===== config.mk =====
export PLATFORM = sky130hd
export DESIGN_NAME = switch_debounce
export DESIGN_NICKNAME = d
export VERILOG_FILES = /design/src/rtl/switch_debounce_pkg.sv /design/src/rtl/switch_debounce_sync_2ff.sv /design/src/rtl/switch_debounce.sv
export SDC_FILE = /design/constraint.sdc
export NUM_CORES = 1
export LEC_CHECK = 0
export CORE_AREA = 2 2 48 50
export CTS_BUF_LIST = sky130_fd_sc_hd__clkbuf_4
export DETAILED_ROUTE_END_ITERATION = 7
export DIE_AREA = 0 0 50 52
export GPL_ROUTABILITY_DRIVEN = 0
export PLACE_DENSITY = 0.77
export SLEW_MARGIN = 10
export SYNTH_ARGS = -nofsm -noshare
export SYNTH_HDL_FRONTEND = slang
export SYNTH_SLANG_ARGS = --single-unit

===== constraint.sdc =====
create_clock -name clk -period 2.1 [get_ports clk]
set_input_delay 0.42 -clock clk [delete_from_list [all_inputs] [get_ports clk]]
set_output_delay 0.42 -clock clk [all_outputs]
set_load 0.01 [all_outputs]

===== src/rtl/switch_debounce_pkg.sv =====
// Shared state encodings and default timing constants for the switch debouncer.
// Benches override the defaults with small values to keep runs short.
package switch_debounce_pkg;

  typedef enum logic [1:0] {
    S_LOW       = 2'b00,
    S_WAIT_HIGH = 2'b01,
    S_HIGH      = 2'b10,
    S_WAIT_LOW  = 2'b11
  } state_t;

  localparam int          DEF_CNT_WIDTH  = 16;
  localparam int unsigned DEF_STABLE_CNT = 50000;

endpackage


===== src/rtl/switch_debounce_sync_2ff.sv =====
// Two-flop synchroniser for a single asynchronous level; reusable for any switch input.
// Nothing sits between the flops so the first stage has a full cycle to resolve.
module sync_2ff (
  input  logic clk,
  input  logic i_arst,
  input  logic d,
  output logic q
);

  logic s1;

  always_ff @(posedge clk or posedge i_arst) begin
    if (i_arst) begin
      s1 <= 1'b0;
      q  <= 1'b0;
    end else begin
      s1 <= d;
      q  <= s1;
    end
  end

endmodule


===== src/rtl/switch_debounce.sv =====
// Debounces a raw switch: synchronise, require STABLE_CNT steady cycles, then
// emit a registered level plus one-cycle press/release pulses.
//
//   state       | meaning
//   S_LOW       | accepted level 0, idle
//   S_WAIT_HIGH | input went high, counting stable cycles
//   S_HIGH      | accepted level 1, idle
//   S_WAIT_LOW  | input went low, counting stable cycles
module switch_debounce
  import switch_debounce_pkg::*;
#(
  parameter int          CNT_WIDTH  = DEF_CNT_WIDTH,
  parameter int unsigned STABLE_CNT = DEF_STABLE_CNT
) (
  input  logic clk,
  input  logic i_arst,
  input  logic i_sw,
  output logic o_level,
  output logic o_press,
  output logic o_release
);

  localparam logic [CNT_WIDTH-1:0] TERM_CNT = CNT_WIDTH'(STABLE_CNT - 1);

  logic                 sw_s;
  state_t               state, state_nxt;
  logic [CNT_WIDTH-1:0] cnt, cnt_nxt;
  logic                 level_nxt, press_nxt, release_nxt;

  sync_2ff u_sync (
    .clk    (clk),
    .i_arst (i_arst),
    .d      (i_sw),
    .q      (sw_s)
  );

  always_ff @(posedge clk or posedge i_arst) begin
    if (i_arst) begin
      state     <= S_LOW;
      cnt       <= '0;
      o_level   <= 1'b0;
      o_press   <= 1'b0;
      o_release <= 1'b0;
    end else begin
      state     <= state_nxt;
      cnt       <= cnt_nxt;
      o_level   <= level_nxt;
      o_press   <= press_nxt;
      o_release <= release_nxt;
    end
  end

  // Pulses default low so they last only for the accepting edge.
  always_comb begin
    state_nxt   = state;
    cnt_nxt     = cnt;
    level_nxt   = o_level;
    press_nxt   = 1'b0;
    release_nxt = 1'b0;
    case (state)
      S_LOW: begin
        if (sw_s) begin
          state_nxt = S_WAIT_HIGH;
          cnt_nxt   = '0;
        end
      end
      S_WAIT_HIGH: begin
        if (!sw_s) begin
          state_nxt = S_LOW;
        end else if (cnt == TERM_CNT) begin
          state_nxt = S_HIGH;
          level_nxt = 1'b1;
          press_nxt = 1'b1;
        end else begin
          cnt_nxt = cnt + CNT_WIDTH'(1);
        end
      end
      S_HIGH: begin
        if (!sw_s) begin
          state_nxt = S_WAIT_LOW;
          cnt_nxt   = '0;
        end
      end
      S_WAIT_LOW: begin
        if (sw_s) begin
          state_nxt = S_HIGH;
        end else if (cnt == TERM_CNT) begin
          state_nxt   = S_LOW;
          level_nxt   = 1'b0;
          release_nxt = 1'b1;
        end else begin
          cnt_nxt = cnt + CNT_WIDTH'(1);
        end
      end
      default: state_nxt = S_LOW;
    endcase
  end

endmodule


==> results.md, run 1 <==
- Post-synth top area cell: dfrtp_1
- Post-Syn Area: 1200 µm²
- RSZ-0062 raised after global routing: false
- Skew final: 6.37 ps
- Met3 WL: 105 µm
- Critical path class: reg -> reg
- Longest Clk Path Bufs: 2
- Core footprint: 2110 µm²
- Syn-to-layout area delta: 9.66%
- Tmin final: 1930 ps
- Crit end category: flop
- Peak Freq: 518 MHz
- Clock tree root driver cell: clkbuf_4
- IO Count: 6
- Clk slew on worst S/H paths: 130 ps
- Initial Util: 0.572
- Via count: 974
- Antenna Violating Nets Remaining: 0
- Max IR drop VDD: 386 µV
- Count of different cell masters after synthesis: 33
- Buffers on Ports: 5
- Post-DP HPWL: 1650 µm
- Worst slew pin tran: 431 ps
- CTS tree: built
- Worst slew margin: 0.711
- Synthesized area per cell: 9.49 µm²
- Most used DFF post-synth: dfrtp_1
- FF/Latch Area: 576 µm²
- Setup-failing EPs final: 0
- Final Hold Vio Count: 0
- WHS: 365 ps
- GRT overflow: 0
- Maxcap violations: 0
- Asr flop ratio synth: 1.00
- Routed wire per std cell: 14.3 µm
- Final period util: 0.919
- Fin Setup TNS: 0 ps
- Post-cts resize count: 0
- CP startpoint kind: flop
- Hold-fix buffers, CTS: 0
- Fillcell total: 171
- Initial antenna violation count: 0
- First-pass GRT wire length: 4110 µm
- Hold crit path type: reg -> reg
- Synth top area share: 0.478
- LEAKAGE: 0.580 nW
- Clock Sinks: 23
- Crit path max fanout: 8
- Final wirelength: 2310 µm
- Post-synth top cells: 23 x dfrtp_1, 17 x nand2_1, 14 x o21ai_0
- Top sig layer: met4
- Status: completed
- Multi-input gate area: 592 µm²
- Post-synthesis sequential area ratio: 0.478
- Worst EP required: 2340 ps
- Die width: 50 µm
- DR pass1 iterations: 4
- Power Dens Cells: 562 nW/µm²
- Worst EP arrival: 2170 ps
- H-tree depth: 1
- Post-CTS Setup Bufs: 0
- Post-Route M1 WL: 1060 µm
- Number of global-route vias before repair: 892
- Die footprint: 2600 µm²
- Initial DRC Count: 19
- Final Max Tran Viols: 0
- DRC errors left: 0
- Nets: 139
- CTS Buf Count: 3
- Rows: 17
- EDFF count, synth: 0
- Synth Warn #: 0
- Post-synthesis sequential element count: 23
- Largest net degree at the start of global routing: 24
- Met2 wire len: 1110 µm
- Synth Instances: 127
- Vias/cell: 6.01
- Later-pin clock latency in the skew report: 310 ps
- Most common cell in the netlist: dfrtp_1
- Ant diodes: 0
- GRT Overall Usage: 0.212
- Post-Syn Nets: 131
- Share of layout cells above drive strength 1: 0.0970
- Die H: 52 µm
- Top cells by area, synth: dfrtp_1 48%, o21ai_0 5.8%, nand2_1 5.3%, nand3_1 3.3%, nor4_1 2.6%
[power breakdown]
part	switching (mW)	total (mW)	internal, mW
combinational	0.0327	0.0555	0.0228
clock	0.135	0.207	0.0712
sequential	0.0236	0.481	0.457
[flip-flops by register name, summed over array words and instances (netlist names), named ones only]
register / flops
cnt: 16
u_sync.q: 1
o_level: 1
state: 1
u_sync.s1: 1
o_press: 1
o_release: 1
[worst paths after layout]
path,startpoint,endpoint,slack (ps),cells after the start
worst min register to register,u_sync.s1,u_sync.q,360,0
max in group asynchronous,i_arst,cnt[3],1460,3
worst min-delay path,u_sync.s1,u_sync.q,360,0
worst max register to register,cnt[3],cnt[13],170,4
min in group asynchronous,i_arst,cnt[11],420,3
worst max-delay path,cnt[3],cnt[13],170,4
[placed cells by master, fill, tap and decap left out, types with 4 or more instances in the layout]
master / synthesis / final
and3_1: 4 / 4
nor4_1: 5 / 5
dfrtp_1: 23 / 23
clkdlybuf4s50_1: 0 / 5
nand2_1: 17 / 17
nor2_1: 4 / 4
o21ai_0: 14 / 14
inv_1: 5 / 5
nand3_1: 8 / 8
[logic make-up after synthesis]
| kind of cell | Yosys count | share of synthesized area |
|---|---|---|
| and+or+nand+nor | 59 | 0.293 |
| AOI/OAI and AO/OA | 31 | 0.164 |
| DFF | 23 | 0.478 |
| buffers and inverters | 10 | 0.0311 |
| xor gates and xnor gates | 2 | 0.0145 |
| muxes | 1 | 0.00935 |
| adders and majority gates | 1 | 0.0104 |
[through the flow]
stage	power, mW	cells	utilization	setup WS (ps)	cell area [µm²]
final	0.743	162	0.627	169	1320
after global routing	0.780	162	0.627	68.5	1320
after CTS	0.748	162	0.627	177	1320
after detailed placement	0.545	158	0.614	220	1290
after global placement	0.542	158	0.614	237	1290
after floorplan	0.526	127	-	376	1200
[final cells by class]
| class | count | area share |
|---|---|---|
| repair buffers | 8 | 0.0549 |
| clock inverters | 1 | 0.00379 |
| multi-input cells | 94 | 0.448 |
| well taps | 28 | 0.0265 |
| inverters | 5 | 0.0142 |
| flip-flops and latches | 23 | 0.436 |
| clock buffers | 3 | 0.0170 |
[critical path, stage by stage, from the launching register on]
cell and delay (ps):
dfrtp_1 490, nand4_2 230, or4_4 610, or3_1 360, a21oi_1 170
[routing by layer]
layer | vias to the layer above | global-route usage
met4 | 0 | 0.0880
met1 | 467 | 0.299
met3 | 4 | 0.0374
li1 | 480 | -
met2 | 23 | 0.325
met5 | - | 0
Power figures use the tool's default switching activity.
==> run 2: changes to the inputs <==
- DONT_BUFFER_PORTS: default -> 1
- PLACE_DENSITY: 0.77 -> 0.73
- SLEW_MARGIN: 10 -> 20
==> results.md, run 2 (synthesis results as in run 1) <==
- RSZ-0062 raised after global routing: false
- Worst EP arrival: 2140 ps (-30 ps)
- DR pass1 iterations: 4 (unchanged)
- Antenna Violating Nets Remaining: 0 (unchanged)
- Final period util: 0.907 (-0.0121)
- First-pass GRT wire length: 4390 µm (+6.7%)
- Die footprint: 2600 µm² (unchanged)
- Clock Sinks: 23 (unchanged)
- Cell Chain, Critical Path: nand4_2 > or4_4 > or3_1 > a21oi_1
- Maxcap violations: 0 (unchanged)
- Gate power share: 0.075 (about the same)
- Post-cts resize count: 0 (unchanged)
- Skew final: 6.98 ps (+0.608 ps)
- Reg with most FFs: cnt
- H-tree depth: 1 (unchanged)
- R2r worst-path depth: 4 (unchanged)
- Routed wire per std cell: 16.0 µm (+12%)
- Clk slew on worst S/H paths: 130 ps (about the same)
- Nets: 136 (-2.2%)
- Post-CTS Setup Bufs: 0 (unchanged)
- Delay-heaviest family, CP: simple AND/OR/NAND/NOR gates
- Final wirelength: 2540 µm (+10%)
- DRC errors left: 0 (unchanged)
- Setup-failing EPs final: 0 (unchanged)
- Tmin final: 1910 ps (-25.5 ps)
- Initial Util: 0.572 (unchanged)
- Final Max Tran Viols: 0 (unchanged)
- Internal power: 0.550 mW (-0.17%)
- Final Hold Vio Count: 0 (unchanged)
- Worst slew pin tran: 415 ps (-15.2 ps)
- Die width: 50 µm (unchanged)
- GRT Overall Usage: 0.223 (+0.0106)
- LEAKAGE: 0.573 nW (-1.3%)
- CTS tree: built
- Peak Freq: 525 MHz (+1.3%)
- Sequential Power Share: 0.653 (+0.006)
- Rows: 17 (unchanged)
- Later-pin clock latency in the skew report: 310 ps (about the same)
- Most common cell after layout, fill and taps aside: dfrtp_1
- Critical path depth: 4 (unchanged)
- Number of global-route vias before repair: 919 (+3.0%)
- CTS Buf Count: 3 (unchanged)
- Crit path max-delay cell type: or4_4
- Buf/Inv on CP: 0 (unchanged)
- Clock tree root driver cell: clkbuf_4
- Switching Share: 0.258 (-0.000490)
- IO Count: 6 (unchanged)
- Hold crit path type: in -> async
- Longest Clk Path Bufs: 2 (unchanged)
- Initial DRC Count: 24 (+5)
- Clock network power share: 0.272 (-0.006)
- Vias/cell: 6.26 (+4.1%)
- Total power: 0.741 mW (-0.24%)
- Crit end category: flop
- Ant diodes: 0 (unchanged)
- Fin Setup TNS: 0 ps (unchanged)
- Initial antenna violation count: 0 (unchanged)
- Max IR drop VDD: 406 µV (+5.4%)
- Psw: 0.191 mW (-0.43%)
- Post-DP HPWL: 1800 µm (+9.2%)
- Power Dens Cells: 576 nW/µm² (+2.5%)
- Via count: 995 (+2.2%)
- Worst slew margin: 0.721 (+0.0102)
- Die H: 52 µm (unchanged)
- CP peak stage delay: 600 ps (about the same)
- Critical path class: reg -> reg
- Syn-to-layout area delta: 6.75%
- Status: completed
- Share of layout cells above drive strength 1: 0.115 (+0.0175)
- GRT overflow: 0 (unchanged)
- Max reg flops: 16 (unchanged)
- Crit path max fanout: 8 (unchanged)
- Worst EP required: 2330 ps (about the same)
- Core footprint: 2110 µm² (unchanged)
- Most frequent cells in the layout: 23 x dfrtp_1, 17 x nand2_1, 14 x o21ai_0
- Largest net degree at the start of global routing: 24 (unchanged)
- Hold-fix buffers, CTS: 0 (unchanged)
- Buffers on Ports: 0 (-5)
- CP startpoint kind: flop
## run 2: cell types whose count changed in the layout (fill, tap and decap cells not counted)
cell	change
clkdlybuf4s50_1	-5
buf_4	+2
## run 2: metrics by stage
stage               hold slack, ps  std cells  area, µm²  worst slack [ps]   util
floorplan                      331        127       1200               376      -
global placement               342        155       1260               278  0.598
detailed placement             347        155       1260               223  0.598
CTS                           27.5        159       1290               192  0.611
global route                  34.7        159       1290              58.8  0.611
finish                        19.2        159       1290               195  0.611
## run 2: final cells by class
| class | instances | area [µm²] |
|---|---|---|
| Clock buffer | 3 | 22.5 |
| Clock inverter | 1 | 5.00 |
| Fill cell | 182 | 820 |
| Inverter | 5 | 18.8 |
| Multi-Input combinational cell | 94 | 592 |
| Sequential cell | 23 | 576 |
| Tap cell | 28 | 35.0 |
| Timing Repair Buffer | 5 | 37.5 |
## run 2: power by group through the flow
stage               Combinational, mW  Clock, mW  Sequential (mW)
finish                         0.0556      0.202            0.484
CTS                            0.0561      0.206            0.482
global placement               0.0554          0            0.490
detailed placement             0.0559          0            0.491
floorplan                      0.0525          0            0.474
global route                   0.0631      0.225            0.486
## run 2: final timing paths
path | from | slack (ps) | endpoint
max in group asynchronous | i_arst | 1860 | state[0]
worst max-delay path | cnt[5] | 190 | cnt[13]
worst min register to register | u_sync.s1 | 370 | u_sync.q
min in group clk | i_sw | 130 | u_sync.s1
worst min-delay path | i_arst | 20 | cnt[15]
worst max register to register | cnt[5] | 190 | cnt[13]
## run 2: per-layer routing
layer | share of wire | wire length (µm) | up-vias | track usage
met4 | 0.0051 | 13 | 0 | 0.0556
li1 | - | - | 478 | -
met1 | 0.47 | 1190 | 493 | 0.311
met3 | 0.035 | 88 | 2 | 0.0259
met2 | 0.49 | 1250 | 22 | 0.371
met5 | 0 | 0 | - | 0
==> run 3: changes to the inputs <==
- SKIP_LAST_GASP: default -> 1
==> results of run 3 <==
Same layout as run 2: the final DEF is identical, and so are final timing and power.
